--- config.mk ---
export PLATFORM = sky130hd
export DESIGN_NAME = img_stream_proc
export DESIGN_NICKNAME = d
export VERILOG_FILES = /design/src/rtl/img_proc_pkg.sv /design/src/rtl/pix_op_lane.sv /design/src/rtl/img_stream_proc.sv
export SDC_FILE = /design/constraint.sdc
export NUM_CORES = 1
export LEC_CHECK = 0
export CAP_MARGIN = 30
export CORE_UTILIZATION = 40
export DETAILED_ROUTE_END_ITERATION = 6
export PLACE_DENSITY_LB_ADDON = 0.3
export SYNTH_ARGS = -nofsm -noshare
export SYNTH_HDL_FRONTEND = slang
export SYNTH_SLANG_ARGS = --single-unit
--- constraint.sdc ---
create_clock -name HCLK -period 8 [get_ports HCLK]
set_input_delay 2 -clock HCLK [delete_from_list [all_inputs] [get_ports HCLK]]
set_output_delay 2 -clock HCLK [all_outputs]
set_load 0.02 [all_outputs]
--- src/rtl/img_proc_pkg.sv ---
// Shared definitions for the streaming image processor: operation encodings,
// control FSM states and luma weights used by the weighted grey build.
package img_proc_pkg;

  localparam logic [2:0] MODE_BYPASS  = 3'd0;
  localparam logic [2:0] MODE_BRT_ADD = 3'd1;
  localparam logic [2:0] MODE_BRT_SUB = 3'd2;
  localparam logic [2:0] MODE_GRAY    = 3'd3;
  localparam logic [2:0] MODE_INVERT  = 3'd4;
  localparam logic [2:0] MODE_THRESH  = 3'd5;

  typedef enum logic [1:0] {
    ST_IDLE  = 2'd0,
    ST_RUN   = 2'd1,
    ST_DRAIN = 2'd2
  } state_t;

  // Weights sum to 256 so the weighted luma is a plain >> 8.
  localparam int LUMA_R = 77;
  localparam int LUMA_G = 150;
  localparam int LUMA_B = 29;

  function automatic int counter_width(input int span);
    return (span > 1) ? $clog2(span) : 1;
  endfunction

endpackage

--- src/rtl/pix_op_lane.sv ---
// Combinational single-pixel point operator, one instance per parallel lane.
// Define GRAY_WEIGHTED_EN to use the 77/150/29 luma instead of the (R+G+B)/3 average.
module pix_op_lane #(
  parameter int DW = 8
) (
  input  logic [2:0]    mode,
  input  logic [DW-1:0] value,
  input  logic [DW-1:0] thresh,
  input  logic [DW-1:0] src_r,
  input  logic [DW-1:0] src_g,
  input  logic [DW-1:0] src_b,
  output logic [DW-1:0] res_r,
  output logic [DW-1:0] res_g,
  output logic [DW-1:0] res_b
);
  import img_proc_pkg::*;

  localparam logic [DW-1:0] MAX = '1;

  logic [DW-1:0] luma;
  logic [DW-1:0] binary;

`ifdef GRAY_WEIGHTED_EN
  logic [DW+7:0] luma_sum;

  assign luma_sum = (DW+8)'(LUMA_R) * (DW+8)'(src_r)
                  + (DW+8)'(LUMA_G) * (DW+8)'(src_g)
                  + (DW+8)'(LUMA_B) * (DW+8)'(src_b);
  assign luma     = luma_sum[DW+7:8];
`else
  logic [DW+1:0] gray_sum;

  assign gray_sum = {2'b00, src_r} + {2'b00, src_g} + {2'b00, src_b};
  assign luma     = DW'(gray_sum / (DW+2)'(3));
`endif

  assign binary = (luma > thresh) ? MAX : '0;

  function automatic logic [DW-1:0] sat_add(input logic [DW-1:0] a, input logic [DW-1:0] b);
    logic [DW:0] sum;
    sum = {1'b0, a} + {1'b0, b};
    return sum[DW] ? MAX : sum[DW-1:0];
  endfunction

  function automatic logic [DW-1:0] clamp_sub(input logic [DW-1:0] a, input logic [DW-1:0] b);
    return (a > b) ? (a - b) : '0;
  endfunction

  // Unknown encodings fall through to the pass-through defaults.
  always_comb begin
    res_r = src_r;
    res_g = src_g;
    res_b = src_b;
    case (mode)
      MODE_BRT_ADD: begin
        res_r = sat_add(src_r, value);
        res_g = sat_add(src_g, value);
        res_b = sat_add(src_b, value);
      end
      MODE_BRT_SUB: begin
        res_r = clamp_sub(src_r, value);
        res_g = clamp_sub(src_g, value);
        res_b = clamp_sub(src_b, value);
      end
      MODE_GRAY: begin
        res_r = luma;
        res_g = luma;
        res_b = luma;
      end
      MODE_INVERT: begin
        res_r = MAX - src_r;
        res_g = MAX - src_g;
        res_b = MAX - src_b;
      end
      MODE_THRESH: begin
        res_r = binary;
        res_g = binary;
        res_b = binary;
      end
      default: ;
    endcase
  end

endmodule

--- src/rtl/img_stream_proc.sv ---
// Streaming RGB point processor: PPB pixels per beat through a two-stage
// stall-able pipeline with frame tags. GRAY_WEIGHTED_EN selects weighted luma.
module img_stream_proc
  import img_proc_pkg::*;
#(
  parameter int WIDTH  = 768,
  parameter int HEIGHT = 512,
  parameter int DW     = 8,
  parameter int PPB    = 2
) (
  input  logic              HCLK,
  input  logic              HRESETn,
  input  logic              start,
  input  logic [2:0]        cfg_mode,
  input  logic [DW-1:0]     cfg_value,
  input  logic [DW-1:0]     cfg_thresh,
  input  logic              in_valid,
  output logic              in_ready,
  input  logic [PPB*DW-1:0] in_r,
  input  logic [PPB*DW-1:0] in_g,
  input  logic [PPB*DW-1:0] in_b,
  output logic              out_valid,
  input  logic              out_ready,
  output logic [PPB*DW-1:0] out_r,
  output logic [PPB*DW-1:0] out_g,
  output logic [PPB*DW-1:0] out_b,
  output logic              out_sof,
  output logic              out_eol,
  output logic              out_eof,
  output logic              busy,
  output logic              frame_done
);

  localparam int BEATS = WIDTH * HEIGHT / PPB;
  localparam int COLS  = WIDTH / PPB;
  localparam int CW    = $clog2(BEATS + 1);
  localparam int COLW  = counter_width(COLS);
  localparam int ROWW  = counter_width(HEIGHT);
  localparam int LW    = PPB * DW;

  state_t state;
  state_t state_next;

  logic [2:0]      mode_q;
  logic [DW-1:0]   value_q;
  logic [DW-1:0]   thresh_q;

  logic [CW-1:0]   in_cnt;
  logic [COLW-1:0] col;
  logic [ROWW-1:0] row;

  logic            s1_valid;
  logic [LW-1:0]   s1_r;
  logic [LW-1:0]   s1_g;
  logic [LW-1:0]   s1_b;
  logic [LW-1:0]   res_r;
  logic [LW-1:0]   res_g;
  logic [LW-1:0]   res_b;

  logic            stall;
  logic            accept;
  logic            last_in;
  logic            out_fire;
  logic            last_col;
  logic            last_row;
  logic            last_out;
  logic            cfg_load;
  logic            running;

  assign stall    = out_valid & ~out_ready;
  assign accept   = in_valid & in_ready;
  assign last_in  = accept & (in_cnt == CW'(BEATS - 1));
  assign out_fire = out_valid & out_ready;
  assign last_col = (col == COLW'(COLS - 1));
  assign last_row = (row == ROWW'(HEIGHT - 1));
  assign last_out = out_fire & last_col & last_row;

  // Control state register.
  always_ff @(posedge HCLK) begin
    if (!HRESETn) begin
      state <= ST_IDLE;
    end else begin
      state <= state_next;
    end
  end

  // Frame sequencing: a start pulse is only honoured from idle.
  always_comb begin
    state_next = state;
    case (state)
      ST_IDLE:  if (start)    state_next = ST_RUN;
      ST_RUN:   if (last_in)  state_next = ST_DRAIN;
      ST_DRAIN: if (last_out) state_next = ST_IDLE;
      default:                state_next = ST_IDLE;
    endcase
  end

  always_comb begin
    cfg_load = 1'b0;
    running  = 1'b0;
    busy     = 1'b0;
    case (state)
      ST_IDLE:  cfg_load = start;
      ST_RUN: begin
        running = 1'b1;
        busy    = 1'b1;
      end
      ST_DRAIN: busy = 1'b1;
      default: ;
    endcase
    in_ready = running & (in_cnt < CW'(BEATS)) & ~stall;
  end

  // Configuration is frozen for the whole frame once start is taken.
  always_ff @(posedge HCLK) begin
    if (!HRESETn) begin
      mode_q   <= MODE_BYPASS;
      value_q  <= '0;
      thresh_q <= '0;
    end else if (cfg_load) begin
      mode_q   <= cfg_mode;
      value_q  <= cfg_value;
      thresh_q <= cfg_thresh;
    end
  end

  always_ff @(posedge HCLK) begin
    if (!HRESETn) begin
      in_cnt <= '0;
    end else if (cfg_load) begin
      in_cnt <= '0;
    end else if (accept) begin
      in_cnt <= in_cnt + CW'(1);
    end
  end

  // Output position follows handshaked beats and returns to 0,0 after the frame.
  always_ff @(posedge HCLK) begin
    if (!HRESETn) begin
      col <= '0;
      row <= '0;
    end else if (out_fire) begin
      if (last_col) begin
        col <= '0;
        row <= last_row ? '0 : row + ROWW'(1);
      end else begin
        col <= col + COLW'(1);
      end
    end
  end

  for (genvar k = 0; k < PPB; k++) begin : g_lane
    pix_op_lane #(.DW(DW)) u_lane (
      .mode   (mode_q),
      .value  (value_q),
      .thresh (thresh_q),
      .src_r  (s1_r[k*DW +: DW]),
      .src_g  (s1_g[k*DW +: DW]),
      .src_b  (s1_b[k*DW +: DW]),
      .res_r  (res_r[k*DW +: DW]),
      .res_g  (res_g[k*DW +: DW]),
      .res_b  (res_b[k*DW +: DW])
    );
  end

  // Both stages hold together on a downstream stall, so nothing is lost or repeated.
  always_ff @(posedge HCLK) begin
    if (!HRESETn) begin
      s1_valid  <= 1'b0;
      s1_r      <= '0;
      s1_g      <= '0;
      s1_b      <= '0;
      out_valid <= 1'b0;
      out_r     <= '0;
      out_g     <= '0;
      out_b     <= '0;
    end else if (!stall) begin
      s1_valid  <= accept;
      out_valid <= s1_valid;
      if (accept) begin
        s1_r <= in_r;
        s1_g <= in_g;
        s1_b <= in_b;
      end
      if (s1_valid) begin
        out_r <= res_r;
        out_g <= res_g;
        out_b <= res_b;
      end
    end
  end

  assign out_sof = out_valid & (col == '0) & (row == '0);
  assign out_eol = out_valid & last_col;
  assign out_eof = out_valid & last_col & last_row;

  always_ff @(posedge HCLK) begin
    if (!HRESETn) begin
      frame_done <= 1'b0;
    end else begin
      frame_done <= (state == ST_DRAIN) & last_out;
    end
  end

endmodule

==> flow_summary.toml <==
[global_route]
antenna_found_initial = 1
grt_pass1_wl_um = 71990
grtUsageTotal = 0.2584
grt_start_max_net_pins = 90
overflow = 0
grt_pass1_vias = 13066

[synthesis]
netlist_instances = 1844
ys_seq_area_frac = 0.2218
syn-cell-area_sq_um = 14080
syn_nets = 2090
yosys_warnings = 0
synth_edf_count = 0
ys.flop_type = "dfxtp_1"
synth_seq_cells = 156
synthDistinctLibCells = 85
synth-async-reset-ratio = 0
avgSynthCellArea_sq_um = 7.636

[layout]
layout.nets = 2188
multi_input_area_sq_um = 10490
final_area_sq_um = 16780
drive_gt1_frac = 0.07932
fillers = 3359
layout_commonest_cell = "nand2_1"
area_growth_syn_to_layout_pct = 19.18
regArea_sq_um = 3131
layout_common_cells = "nand2_1, nor2_1, ha_1"

[worst_setup_path]
worst-path-max-fanout = 8
required_ns = 8.34
critical_path_arrival_ns = 7.98
slowest_stage = "fa_1"
cp_common_cell = "nor2_1"
cp.buffers_inverters = 4
crit_family = "compound AO/OA/AOI/OAI gates"
crit_path_end_kind = "flop"
max_stage_delay_ns = 0.47
start_kind = "flop"
critPathKind = "flop to flop"

[sta]
final.setup.worst_slack_ns = 0.3628
min_period_ns = 7.637
worstMarginPinSlew_ns = 1.082
relSlewSlack = 0.2772
finalCritPeriodShare = 0.9547
skew_ns = 0.01653
setup_viol = 0
clock.fmax_mhz = 130.9
timing.final.hold_violations = 0
whs_ns = 0.4619
drv_slew = 0

[pwr]
leakage_nw = 6.642
max-vdd-ir-drop_v = 0.0001848
p_per_area_nw_per_um2 = 271.7
fin_total_pwr_w = 0.004559

[clock_network]
cts_tree = "yes"
clk_latency_ns = 0.47
hold_buffers = 0
cts-root-buf = "clkbuf_16"
cts.sinks = 156
htree_levels = 4
clockBufferDepth = 2
path_clk_slew_ns = 0.07
cts_made_buffers = 17

[floorplanning]
die_y_um = 189.6
row_count = 68
die_area_sq_um = 35960
core_area_sq_um = 34630
pin_count = 127
start_util = 0.4066
die_w_um = 189.6

[route]
met1_length_um = 21200
wire_per_inst_um = 19.50
drtIter0Drc = 1063
dr.pass1.iters = 7
final_antenna_net_count = 0
via_per_inst = 5.805
wl_um = 47000
wl_met3_um = 4057
dr.max_layer_used = "met4"
drc = 0
wl_met2_um = 20080
dr_total_vias = 13989

[place]
place_area_sq_um = 15840
dp_hpwl_um = 34310
io_buffers = 126
post-place-ws_ns = -0.1819
place_congestion = 0.9474

[run]
cap_violations = 0

[outcome]
status = "complete, no violations"

[worst_hold_path]
hp-class = "flop to flop"
==> routing by layer <==
layer / global-route usage / vias up
met5: 0 / -
met4: 0.1039 / 0
met3: 0.05442 / 103
met2: 0.3925 / 621
li1: - / 6722
met1: 0.3540 / 6543
==> final timing paths <==
kind              depth (start not counted)       from  slack [ns]        end
setup / recovery                         40    s1_g[9]        0.36  out_g[13]
hold / removal                            2  out_b[12]        0.46  out_b[12]
setup reg to reg                         40    s1_g[9]        0.36  out_g[13]
hold reg to reg                           2  out_b[12]        0.46  out_b[12]
==> synthesized netlist by cell type (23+ instances only) <==
cell type | count | area, sq um
clkbuf_1 | 78 | 292.8
o21ai_0 | 87 | 435.4
a21oi_1 | 109 | 545.5
xnor2_1 | 69 | 604.3
nor2b_1 | 25 | 156.4
o21bai_1 | 33 | 247.7
xor2_1 | 41 | 359.1
and3_1 | 23 | 143.9
a21boi_0 | 91 | 683.2
inv_1 | 100 | 375.4
ha_1 | 158 | 1977
nand2_1 | 262 | 983.4
nand4_1 | 30 | 187.7
o211ai_1 | 26 | 195.2
dfxtp_1 | 156 | 3123
nor2_1 | 164 | 615.6
nor3_1 | 31 | 155.2
a21o_1 | 44 | 330.3
==> area by class of cell <==
| class | instances | share of cell area |
|---|---|---|
| Multi-Input combinational cell | 1496 | 0.6250 |
| Sequential cell | 156 | 0.1865 |
| Timing Repair Buffer | 171 | 0.09588 |
| Tap cell | 455 | 0.03392 |
| Clock buffer | 17 | 0.02535 |
| Inverter | 100 | 0.02237 |
| Clock inverter | 14 | 0.01074 |
| Antenna cell | 1 | 0.0001491 |
==> cell families (layout without fill, tap and decap cells) <==
family                     after synthesis  after routing  synth area share
muxes                                   14             14           0.01013
other                                    0              1                 0
DFF                                    156            156            0.2218
xor gates and xnor gates               110            110           0.06842
AOI/OAI and AO/OA                      570            570            0.2821
and+or+nand+nor                        628            628            0.2024
adders and majority gates              174            174            0.1631
buffers and inverters                  192            302           0.05198
==> repair_timing <==
action | 4_1_cts | 5_1_grt
setup buffers | 2 | 10
gates resized for setup | 9 | 50
pin swaps | 1 | 8
endpoints found under the setup margin | 11 | 48
==> worst min-delay path: stages (launching register included) <==
cell and delay (ns):
dfxtp_1 0.31, nand2_1 0.05, a21boi_0 0.06
==> through the flow <==
step,TNS (ns),cells,util
after CTS,0,2399,0.4763
after detailed placement,-1.045,2366,0.4574
final,0,2410,0.4846
after global routing,-1.559,2409,0.4845
after global placement,0,2365,0.4569
after floorplan,0,1844,-
==> power by group <==
part | switching (W) | total, W | internal, W
sequential | 0.000125 | 0.000971 | 0.000846
clock | 0.000403 | 0.000874 | 0.000471
combinational | 0.00159 | 0.00271 | 0.00112
==> sequential cells by signal, indices dropped and copies added (netlist names) <==
name / cells
s1_g: 16
frame_done: 1
s1_r: 16
col: 9
out_valid: 1
in_cnt: 18
row: 9
out_g: 16
thresh_q: 8
s1_valid: 1
s1_b: 16
out_b: 16
mode_q: 3
value_q: 8
state: 2
out_r: 16
Note: power is estimated with default switching activity, not from simulation.
